`src/rtl/uart_pkg.sv`:
```
// Shared UART definitions: receiver FSM states, tick divider, ACK bytes.
// Used by uart_rx_fifo and the PWM command decoder.
package uart_pkg;

    typedef enum logic [2:0] {
        IDLE   = 3'd0,
        START  = 3'd1,
        DATA   = 3'd2,
        PARITY = 3'd3,
        STOP   = 3'd4,
        BREAK  = 3'd5
    } state_t;

    localparam logic [7:0] ACK_OK  = 8'h55;
    localparam logic [7:0] ACK_ERR = 8'hAA;

    // Clocks per sample tick, rounded to nearest.
    function automatic int calc_tick_div(int clk_freq, int baud, int os);
        return (clk_freq + (baud * os) / 2) / (baud * os);
    endfunction

endpackage

```
`src/rtl/sync_fifo.sv`:
```
// First-word fall-through FIFO with registered head output.
// Push while full without a pop is dropped and flagged on drop.
module sync_fifo #(
    parameter int WIDTH = 8,
    parameter int DEPTH = 8
) (
    input  logic                       clk,
    input  logic                       rst_n,
    input  logic                       push,
    input  logic [WIDTH-1:0]           din,
    input  logic                       pop,
    output logic [WIDTH-1:0]           dout,
    output logic                       full,
    output logic                       empty,
    output logic                       drop,
    output logic [$clog2(DEPTH):0]     level
);

    localparam int AW = $clog2(DEPTH);
    localparam logic [AW:0] FULL_LVL = DEPTH[AW:0];

    logic [WIDTH-1:0] mem [DEPTH];
    logic [AW-1:0]    wr_ptr;
    logic [AW-1:0]    rd_ptr;
    logic [AW-1:0]    nxt_rd;
    logic [AW:0]      nxt_lvl;
    logic             push_ok;
    logic             pop_ok;

    assign full    = (level == FULL_LVL);
    assign empty   = (level == '0);
    assign pop_ok  = pop && !empty;
    assign push_ok = push && (!full || pop_ok);
    assign drop    = push && !push_ok;
    assign nxt_rd  = pop_ok ? rd_ptr + AW'(1) : rd_ptr;

    // Next occupancy from the accepted push/pop pair.
    always_comb begin
        nxt_lvl = level;
        case ({push_ok, pop_ok})
            2'b10:   nxt_lvl = level + (AW+1)'(1);
            2'b01:   nxt_lvl = level - (AW+1)'(1);
            default: nxt_lvl = level;
        endcase
    end

    // Storage write; no reset needed for the array.
    always_ff @(posedge clk) begin
        if (push_ok) mem[wr_ptr] <= din;
    end

    // Pointers, level and head register; head holds when empty.
    always_ff @(posedge clk or negedge rst_n) begin
        if (!rst_n) begin
            wr_ptr <= '0;
            rd_ptr <= '0;
            level  <= '0;
            dout   <= '0;
        end else begin
            if (push_ok) wr_ptr <= wr_ptr + AW'(1);
            rd_ptr <= nxt_rd;
            level  <= nxt_lvl;
            if (nxt_lvl != '0) begin
                if (push_ok && (wr_ptr == nxt_rd)) dout <= din;
                else                               dout <= mem[nxt_rd];
            end
        end
    end

endmodule

```
`src/rtl/uart_rx_fifo.sv`:
```
// Oversampling UART receiver with majority voting and a byte FIFO.
// Define UART_RX_PARITY_EN for 8E1 framing; default is 8N1.
module uart_rx_fifo
    import uart_pkg::*;
#(
    parameter int CLK_FREQ   = 12000000,
    parameter int BAUD_RATE  = 115200,
    parameter int OVERSAMPLE = 8,
    parameter int FIFO_DEPTH = 8
) (
    input  logic                          clk,
    input  logic                          rst_n,
    input  logic                          rx,
    output logic [7:0]                    m_data,
    output logic                          m_valid,
    input  logic                          m_ready,
    output logic                          frame_err,
    output logic                          parity_err,
    output logic                          overrun,
    output logic [$clog2(FIFO_DEPTH):0]   fifo_level
);

    localparam int TICK_DIV = calc_tick_div(CLK_FREQ, BAUD_RATE, OVERSAMPLE);
    localparam int TW = $clog2(TICK_DIV);
    localparam int SW = $clog2(OVERSAMPLE);
    localparam logic [TW-1:0] TICK_MAX = TW'(TICK_DIV - 1);
    localparam logic [SW-1:0] S_LO  = SW'(OVERSAMPLE / 2 - 1);
    localparam logic [SW-1:0] S_MID = SW'(OVERSAMPLE / 2);
    localparam logic [SW-1:0] S_HI  = SW'(OVERSAMPLE / 2 + 1);
    localparam logic [SW-1:0] S_END = SW'(OVERSAMPLE - 1);

    state_t        state;
    state_t        state_nxt;
    logic          rx_meta;
    logic          rx_s;
    logic [TW-1:0] tick_cnt;
    logic [SW-1:0] s_cnt;
    logic [2:0]    bit_cnt;
    logic [1:0]    smp;
    logic [7:0]    shreg;
    logic          tick;
    logic          decide;
    logic          bit_end;
    logic          maj;
    logic          push;
    logic          fifo_full;
    logic          fifo_empty;
    logic          par_flag;

    assign tick    = (state != IDLE) && (tick_cnt == TICK_MAX);
    assign decide  = tick && (s_cnt == S_HI);
    assign bit_end = tick && (s_cnt == S_END);
    assign maj     = (smp[0] & smp[1]) | (smp[0] & rx_s) | (smp[1] & rx_s);
    assign m_valid = !fifo_empty;

    // Two-flop synchronizer, idle-high.
    always_ff @(posedge clk or negedge rst_n) begin
        if (!rst_n) begin
            rx_meta <= 1'b1;
            rx_s    <= 1'b1;
        end else begin
            rx_meta <= rx;
            rx_s    <= rx_meta;
        end
    end

    // Tick and sample counters, held at zero while idle.
    always_ff @(posedge clk or negedge rst_n) begin
        if (!rst_n) begin
            tick_cnt <= '0;
            s_cnt    <= '0;
        end else if (state == IDLE) begin
            tick_cnt <= '0;
            s_cnt    <= '0;
        end else if (tick) begin
            tick_cnt <= '0;
            s_cnt    <= (s_cnt == S_END) ? '0 : s_cnt + SW'(1);
        end else begin
            tick_cnt <= tick_cnt + TW'(1);
        end
    end

    // Mid-bit samples, data shift register and bit count.
    always_ff @(posedge clk or negedge rst_n) begin
        if (!rst_n) begin
            smp     <= 2'b11;
            shreg   <= '0;
            bit_cnt <= '0;
        end else begin
            if (tick && (s_cnt == S_LO))  smp[0] <= rx_s;
            if (tick && (s_cnt == S_MID)) smp[1] <= rx_s;
            if (decide && (state == DATA)) shreg <= {maj, shreg[7:1]};
            if (state == IDLE) bit_cnt <= '0;
            else if (bit_end && (state == DATA)) bit_cnt <= bit_cnt + 3'd1;
        end
    end

`ifdef UART_RX_PARITY_EN
    // Latch an even-parity mismatch for the stop-bit decision.
    always_ff @(posedge clk or negedge rst_n) begin
        if (!rst_n) par_flag <= 1'b0;
        else if (state == IDLE) par_flag <= 1'b0;
        else if (decide && (state == PARITY)) par_flag <= ^{shreg, maj};
    end
`else
    assign par_flag = 1'b0;
`endif

    // FSM state register.
    always_ff @(posedge clk or negedge rst_n) begin
        if (!rst_n) state <= IDLE;
        else        state <= state_nxt;
    end

    // Next state, push strobe and error pulses.
    always_comb begin
        state_nxt  = state;
        push       = 1'b0;
        frame_err  = 1'b0;
        parity_err = 1'b0;
        unique case (state)
            IDLE:  if (!rx_s) state_nxt = START;
            START: begin
                if (decide && maj) state_nxt = IDLE;
                else if (bit_end)  state_nxt = DATA;
            end
            DATA: begin
                if (bit_end && (bit_cnt == 3'd7)) begin
`ifdef UART_RX_PARITY_EN
                    state_nxt = PARITY;
`else
                    state_nxt = STOP;
`endif
                end
            end
            PARITY: if (bit_end) state_nxt = STOP;
            STOP: begin
                if (decide) begin
                    if (maj) begin
                        state_nxt = IDLE;
                        if (par_flag) parity_err = 1'b1;
                        else          push       = 1'b1;
                    end else begin
                        frame_err = 1'b1;
                        state_nxt = BREAK;
                    end
                end
            end
            BREAK:   if (rx_s) state_nxt = IDLE;
            default: state_nxt = IDLE;
        endcase
    end

    sync_fifo #(
        .WIDTH (8),
        .DEPTH (FIFO_DEPTH)
    ) u_fifo (
        .clk   (clk),
        .rst_n (rst_n),
        .push  (push),
        .din   (shreg),
        .pop   (m_ready),
        .dout  (m_data),
        .full  (fifo_full),
        .empty (fifo_empty),
        .drop  (overrun),
        .level (fifo_level)
    );

endmodule

```
`config.mk`:
```
export PLATFORM = sky130hd
export DESIGN_NAME = uart_rx_fifo
export DESIGN_NICKNAME = d
export VERILOG_FILES = /design/src/rtl/uart_pkg.sv /design/src/rtl/sync_fifo.sv /design/src/rtl/uart_rx_fifo.sv
export SDC_FILE = /design/constraint.sdc
export NUM_CORES = 1
export LEC_CHECK = 0
export ABC_AREA = 0
export CAP_MARGIN = 20
export CELL_PAD_IN_SITES_DETAIL_PLACEMENT = 0
export CELL_PAD_IN_SITES_GLOBAL_PLACEMENT = 1
export CORE_MARGIN = 2
export CORE_UTILIZATION = 55
export DETAILED_ROUTE_END_ITERATION = 6
export GPL_ROUTABILITY_DRIVEN = 0
export PLACE_DENSITY = 0.88
export SETUP_SLACK_MARGIN = 0.5
export SYNTH_ARGS = -nofsm -noshare
export SYNTH_HDL_FRONTEND = slang
export SYNTH_SLANG_ARGS = --single-unit
```
`constraint.sdc`:
```
create_clock -name clk -period 9.8 [get_ports clk]
set_clock_uncertainty 0.1 [all_clocks]
set_input_delay 0.98 -clock clk [delete_from_list [all_inputs] [get_ports clk]]
set_output_delay 0.98 -clock clk [all_outputs]
set_load 0.01 [all_outputs]
```
## Yosys cells after proc, flatten, opt, wreduce, memory -nomap -nowiden

Memory sizes are Yosys's and may differ from the RTL's. A register that Yosys moved wholly into a read port is not among the register bits.
Index checks and enable logic that the tools add are counted.
Widths: inputs -> output; s select.

- Memories kept: 1
- Bits in registers: 35
- RAM bits: 64
- Logic and storage cells: 95
- Output and inout bits: 16

- Reductions and logical operators: 24
- Add/subtract/negate cells: 7
- Muxes and demuxes: 26
- Bitwise operators: 5
- Eq/ne operators: 20

Memories:

| name | words | width | read ports | clocked after memory_dff | write ports | line | text |
|---|---|---|---|---|---|---|---|
| u_fifo.mem | 8 | 8 | 1 | 1 | 1 | sync_fifo.sv:22 | `logic [WIDTH-1:0] mem [DEPTH];` |

Operators with widths:

| operator | count |
|---|---|
| $mux 3 | 14 |
| $eq 3x3->1 const B | 6 |
| $pmux 3 s6 | 1 |
| $add 3x1->3 const B | 4 |
| $logic_and 1x1->1 | 12 |
| $eq 3x2->1 const B | 3 |
| $add 4x1->4 const B | 2 |
| $eq 4x4->1 const B | 2 |
| $mux 1 | 8 |
| $mux 4 | 2 |
| $ne 2x2->1 const B | 4 |
| $pmux 4 s2 | 1 |
| $reduce_and 6->1 | 1 |
| $logic_not 1->1 | 4 |
| $logic_not 4->1 | 1 |
| $reduce_bool 2->1 | 2 |
| $reduce_bool 4->1 | 1 |
| $sub 4x1->4 const B | 1 |
| $and 1x1->1 | 3 |
| $eq 3x1->1 const B | 1 |
| $logic_not 3->1 | 1 |
| $ne 3x3->1 const B | 1 |
| $reduce_bool 3->1 | 1 |
| $eq 2x1->1 const B | 1 |
| other kinds (4) | 5 |

## Depth between registers and ports, before layout

- Word-level depth: 10
- Gate-level depth with buffers: 14
- Depth with buffers taken out: 14

## Cells and area by module

A second synthesis with hierarchy kept.

- Cell total of the unflattened synthesis: 486
- Area total of the unflattened synthesis: 5769.3 um^2

By module, submodules not included:

| module | cells an instance | instances | sequential area each (um^2) | area each (um^2) |
|---|---|---|---|---|
| sync_fifo | 361 | 1 | 2372.3 | 4410.5 |
| uart_rx_fifo | 125 | 1 | 630.6 | 1358.8 |

## Worst setup path after synthesis

OpenSTA, ideal clock, no wires.

- Path type: input to register
- From: input m_ready
- To: register u_fifo.dout[0], read port of u_fifo.mem
- Slack: 5.934 ns
- Arrival time: 3.642 ns
- Stages on the path: 11
- Buffers on the path: 2
- Setup time: 0.125 ns
- Data required time: 9.575 ns
- Cells stage by stage: o41a_1 buf_2 buf_2 nand2_1 inv_1 ha_1 xor2_1 and3_1 or3b_2 mux2i_1 mux2_2

- Word-level cells in the longest chain between the ends: 6
- Elaborated cells on any way between the ends: 8
- Those cells by class: eq/ne (2); mux (2); reduce/logical (4)

RTL lines:

| what | line | text |
|---|---|---|
| start: declaration | uart_rx_fifo.sv:16 | `input logic m_ready,` |
| $logic_and 1x1->1 (*) | sync_fifo.sv:32 | `assign pop_ok = pop && !empty;` |
| $logic_or 1x1->1 | sync_fifo.sv:33 | `assign push_ok = push && (!full \|\| pop_ok);` |
| $logic_and 1x1->1 | sync_fifo.sv:33 |  |
| $eq 2x1->1 or $eq 2x2->1 (tied branches) | sync_fifo.sv:40 | `case ({push_ok, pop_ok})` |
| $pmux 4 s2 | sync_fifo.sv:40 |  |
| $reduce_bool 4->1 | sync_fifo.sv:63 | `if (nxt_lvl != '0) begin` |
| end: declaration | sync_fifo.sv:12 | `output logic [WIDTH-1:0] dout,` |

Mark *: on every way between the ends. The rest lies on a longest branch, timed or not.
A chain may end at the register's enable or synchronous reset.

## Final worst setup path

- From: input m_ready
- To: register u_fifo.dout[6], read port of u_fifo.mem

The elaborated chain is that of the path after synthesis.

==> qor.yml <==
status: "completed"
clock_path_buffers: 2
grt_pass1_vias: 3558
post_cts_buffers: 0
pwr-share-comb_pct: 35.3
dp_slack_ns: 4.98
rsz0062_at_grt: "false"
syn_inst: 434
initial_utilization_pct: 56.8
tightest_slew_ns: 1.09
peakVddDrop_uv: 176
fmax_ghz: 0.225
synthTopCellsByArea: "edfxtp_1, dfrtp_1, mux2_2"
synth_area_per_cell_sq_um: 12.8
seqPwrFrac_pct: 43.5
antenna_cells: 0
dpl_cell_area_sq_um: 5810
timing.setup.critical_path_class: "input port to flop"
synth.most_common_cell: "edfxtp_1"
crit_buf_inv: 3
cts_num_sinks: 107
nets: 460
async_flop_share_pct: 40.2
antenna_found_initial: 0
finalSetupViolations: 0
crit_slowest_cell: "mux2i_1"
synthSimpleGateAreaFrac_pct: 9.44
dp_cells: 563
finalSetupTns_ns: 0
fp.dieH_microns: 104
synth_adder_area_share_pct: 3.47
ys_warn_count: 0
fin_cells: 580
p_int_uw: 848
cp-start-kind: "input port"
cts_root_buffer: "clkbuf_8"
crit_path_cell_trace: "clkdlybuf4s50_1 -> o41a_1 -> buf_4 -> nand2_1 -> inv_1 -> ha_1 -> xor2_1 -> and3_1 -> or3b_2 -> mux2i_1 -> mux2_2"
rr_worst_depth: 13
p_sw_share_pct: 35.3
hold_end: "rx_s"
first_iter_violations: 261
cpPeakStageDelay_ns: 0.72
cp.arrival_ns: 4.60
finalCriticalPeriod_ns: 4.45
synth_largest_area_cell: "edfxtp_1"
r2r_slack_ns: 5.73
netlist-cell-type-count: 52
io_pins: 20
cts_tree: "done"
synth-xor-area-share_pct: 2.05
worst_slack_ns: 5.35
wl_per_cell_microns: 19.2
layout-drive-gt1-share_pct: 20.6
clk_latency_ns: 0.37
routed_wl_microns: 11100
num-fill-cells: 754
synth_edf_count: 64
yosysSeqAreaShare_pct: 54.1
hp-start: "rx_meta"
fp-row-count: 36
synth_compound_area_share_pct: 8.00
min_path_cells: 0
htreeDepth: 3
die_w_microns: 104
yosys_register_bits: 107
power_density_nw_per_um2: 217
r2r-end: "u_fifo.dout[6]"
drt_first_pass_iters: 5
grt_pass1_wl_microns: 18600
min_period_over_period_pct: 45.4
ctsResizeCount: 0
cp_top_family: "multiplexers"
synthDominantCellAreaShare_pct: 34.6
p_sw_uw: 464
antenna_left: 0
grt_max_degree: 44
path_max_fanout: 22
grtUsageTotal_pct: 21.8
hold_viol: 0
port_buffers: 18
slew_violations: 0
cts_made_buffers: 9
slew-limit-headroom_pct: 27.1
dp_hpwl_microns: 7330
clk_pin_slew_ns: 0.10
drcViolationCount: 0
post_drt_via_cell_ratio: 6.07
fin_area_sq_um: 6040
hold_path.class: "flop to flop"
hold_buffers: 0
end_kind: "flop"
grt-ovfl-total: 0
yosys-top-cells-count: "edfxtp_1, mux2_2, dfrtp_1, nor3_1, mux2i_1"
area_delta_synth_final_pct: 8.83
synth_nets: 452
synth.cell_area_sq_um: 5550
design.die.area_sq_um: 10900
fin_hold_ws_ns: 0.263
synth_top_family_by_area: "multiplexers"
coreArea_sq_um: 9770
muxShareOfSynthArea_pct: 19.7
required_ns: 9.96
pwr-share-clk_pct: 21.2
vias: 3520
leakagePower_nw: 2.52
synth_flop_cell: "edfxtp_1"
max_cap_violations: 0
timing.rr.start: "s_cnt[1]"
## metal layers
metal,vias to the layer above,GRT usage [%],part of all wire [%]
li1,1663,-,-
met1,1767,29.5,46
met2,82,36.9,49
met3,8,3.20,3.7
met4,0,6.37,0.96
met5,-,0,0
## how the worst max path moves through the flow
| stage | start | to | slack (ns) | depth (start not counted) |
|---|---|---|---|---|
| after floorplan | m_ready | u_fifo.dout[0] | 5.93 | 11 |
| after global placement | m_ready | u_fifo.dout[6] | 5.11 | 11 |
| after detailed placement | m_ready | u_fifo.dout[6] | 4.98 | 11 |
| after CTS | m_ready | u_fifo.dout[3] | 5.38 | 11 |
| after global routing | m_ready | u_fifo.dout[3] | 5.18 | 11 |
| final | m_ready | u_fifo.dout[6] | 5.35 | 11 |
## state kept, by name, summed over array words and instances (netlist names)
name           flops
u_fifo.rd_ptr      3
tick_cnt           4
rx_s               1
state              3
bit_cnt            3
smp                2
rx_meta            1
s_cnt              3
u_fifo.wr_ptr      3
u_fifo.level       4
u_fifo.mem        64
shreg              8
u_fifo.dout        8
## area by class of cell
class                      count  area (sq um)  share of cell area [%]
clock buffer                  12           178                    2.94
clock inverter                 4          33.8                   0.559
inverter                      12          45.0                   0.745
multi-input combinational    287          2380                    39.3
sequential                   107          3000                    49.7
tap                          133           166                    2.75
timing repair buffer          25           240                    3.97
## worst register-to-register path: stages (launching register included)
cell and delay (ns):
dfrtp_1 0.42, inv_1 0.09, ha_1 0.21, nand4b_1 0.14, nor3_1 0.29, nand2_1 0.17, nand2_1 0.13, inv_1 0.10
ha_1 0.33, xor2_1 0.19, and3_1 0.20, or3b_2 0.44, mux2i_1 0.72, mux2_2 0.43
## kinds of logic after synthesis
family,count (synthesis)
AO/OA/AOI/OAI,58
adder cells (fa/ha/maj),15
flip-flops,107
other,1
multiplexers,94
AND/OR/NAND/NOR,106
buffers and inverters,40
XOR/XNOR,13
## stage by stage
step / power (mW) / utilization (%)
floorplan: 0.909 / -
global placement: 1.03 / 59.5
detailed placement: 1.04 / 59.5
CTS: 1.31 / 61.6
global route: 1.38 / 61.8
finish: 1.31 / 61.8
## cell usage in the layout (no fill, tap or decap), types with 3 or more instances in the layout
cell type        netlist  final
a21oi_1               15     15
a22o_1                 5      5
a311oi_1              14     14
a32oi_1                8      8
buf_4                  1      6
clkbuf_8               0      9
clkdlybuf4s50_1        0     17
dfrtp_1               39     39
dfstp_2                4      4
edfxtp_1              64     64
ha_1                  13     13
inv_1                 12     12
mux2_2                47     47
mux2_4                 9      9
mux2i_1               34     34
mux4_2                 4      4
nand2_1               22     22
nand2b_1               5      5
nand3_1                5      5
nand3b_1               3      3
nor2_1                17     17
nor3_1                37     36
o21ai_0                4      4
xnor2_1                8      8
xor2_1                 5      5
## power groups by stage
stage / logic, mW / clock network (mW) / registers, mW
after global routing: 0.498 / 0.302 / 0.576
after floorplan: 0.366 / 0 / 0.543
after global placement: 0.452 / 0 / 0.576
final: 0.463 / 0.279 / 0.571
after CTS: 0.462 / 0.283 / 0.568
after detailed placement: 0.461 / 0 / 0.577
Power figures use the tool's default switching activity.
==> variant (same flow settings) <==
Re-encode `state_t` (6 states) as Gray code, 3 bits wide.
--- a/src/rtl/uart_pkg.sv
+++ b/src/rtl/uart_pkg.sv
@@ -4,10 +4,10 @@
 
     typedef enum logic [2:0] {
-        IDLE   = 3'd0,
-        START  = 3'd1,
-        DATA   = 3'd2,
-        PARITY = 3'd3,
-        STOP   = 3'd4,
-        BREAK  = 3'd5
+        IDLE   = 3'b000,
+        START  = 3'b001,
+        DATA   = 3'b011,
+        PARITY = 3'b010,
+        STOP   = 3'b110,
+        BREAK  = 3'b111
     } state_t;
 
Function: same outputs for any inputs over 10 cycles, from zero or initial values and one cycle with rst_n low; not proved beyond that.
==> variant against the original RTL <==
- cell area down 9.5%
- wire length down 22%
- sequential power down 3%
- sequential cell count unchanged
- combinational power up 27%
- setup slack better by 0.40 ns
- power up 9.3%
- hold slack worse by 0.0016 ns
- area after synthesis down 10%
- critical path depth up 2
- clock power up 4%
- largest power group is now combinational cells
==> variant: results (changes against the original RTL) <==
Outcome
  – Status: complete, no violations (unchanged)

Global route
  – First-pass GRT wire length: 14,300 um (was 18,600 um)
  – Total GRT Usage: 18.7% (was 21.8%)
  – Vias in the first global route: 2,825 (was 3,558)

Synth
  – Xor/xnor share of the synthesized area: 2.82% (was 2.05%)
  – Ys async rst share: 40.2% (unchanged)
  – Post-synthesis cell type count: 63 (was 52)
  – Synth area leaders: edfxtp_1, dfrtp_1, mux2i_1 (was edfxtp_1, dfrtp_1, mux2_2)
  – Adder-Cell Fraction of Synth Area: 3.87% (was 3.47%)
  – Leading cell types by count after synthesis: edfxtp_1, dfrtp_1, mux2i_1, mux2_2, nand2_1 (was edfxtp_1, mux2_2, dfrtp_1, nor3_1, mux2i_1)
  – Mux contribution to synthesized area: 13.9% (was 19.7%)
  – Synth warn: 0 (unchanged)
  – Synth Area in Compound Gates: 7.34% (was 8.00%)
  – Seq/Total Area, Yosys: 60.3% (was 54.1%)
  – Mapped Nets: 364 (was 452)

Layout
  – Largest regs: u_fifo.mem (64), shreg (8), u_fifo.dout (8) (unchanged)
  – Share of post-route cells with drive strength above 1: 19.6% (was 20.6%)
  – Net count, final: 385 (was 460)

Clock tree
  – Clk slew on worst S/H paths: 0.10 ns (about the same)
  – CTS Buffer Depth: 2 (unchanged)

Routing
  – DR iter-0 viols: 184 (was 261)
  – Drt pass-1 iters: 4 (was 5)
  – Detailed-route via count: 2,823 (was 3,520)
  – Final Routed Wirelength: 8640 um (was 11,100 um)

Power
  – NetSw: 0.491 mW (was 0.464 mW)
  – Seq pwr share: 38.6% (was 43.5%)
  – Combinational Power: 0.590 mW (was 0.463 mW)
  – Leak pwr: 2.23 nW (was 2.52 nW)
  – Total internal power: 0.944 mW (was 0.848 mW)
  – Peak supply drop: 0.000155 V (was 0.000176 V)

Critical path
  – R2r setup slk: 5.75 ns (was 5.73 ns)
  – CP Max Fanout: 8 (was 22)

Placed design
  – Placed inst area: 5250 um2 (was 5810 um2)
  – Post-detail-place hpwl: 5860 um (was 7330 um)

Timing
  – Worst slew pin tran: 0.963 ns (was 1.09 ns)
-- variant: changes by cell type after synthesis, sizes merged, moves of 5 or more --
| cell | change |
|---|---|
| mux2 | -28 |
| nor3 | -27 |
| a311oi | -14 |
| a21oi | -11 |
| a221oi | +9 |
| a32oi | -8 |
| buf | -6 |
| clkbuf | -6 |
| nand2 | -6 |
| nor3b | +5 |
-- variant: layout make-up --
type / count / area (um2)
Inverter: 12 / 45.0
Clock buffer: 9 / 124
Sequential cell: 107 / 3000
Tap cell: 108 / 135
Clock inverter: 7 / 103
Timing Repair Buffer: 26 / 233
Multi-Input combinational cell: 211 / 1830
Fill cell: 648 / 3290
-- variant: per-stage QoR --
step	setup slack (ns)	hold WS [ns]	cells	utilization [%]
after CTS	5.74	0.263	480	62.4
after global placement	5.56	0.247	462	59.7
after floorplan	6.25	0.245	346	-
after detailed placement	5.46	0.247	464	59.9
after global routing	5.47	0.271	480	62.4
final	5.75	0.262	480	62.4
-- variant: worst max-delay path, cell delays in order, from the launching register on --
cell      delay (ns)
dfstp_2         0.58
maj3_1          0.35
nand4_1         0.30
or2_1           0.40
nand2_1         0.14
inv_1           0.06
ha_1            0.26
a21o_1          0.17
a21oi_1         0.33
xnor2_1         0.19
nor3_1          0.07
a311o_1         0.35
o211ai_2        0.22
mux2_2          0.40
-- variant: routing by layer --
layer	vias up	wire (um)	GRT usage, %
met3	14	332	2.74
met4	0	138	6.64
met5	-	0	0
met1	1418	3960	26.2
li1	1344	-	-
met2	47	4210	30.5
-- variant: final timing paths --
check	from	endpoint	cells after the start
max	rx_s	u_fifo.dout[7]	13
min reg2reg	rx_meta	rx_s	0
min in group asynchronous	rst_n	shreg[4]	1
max in group asynchronous	rst_n	u_fifo.dout[7]	1
min	rx_meta	rx_s	0
max reg2reg	rx_s	u_fifo.dout[7]	13
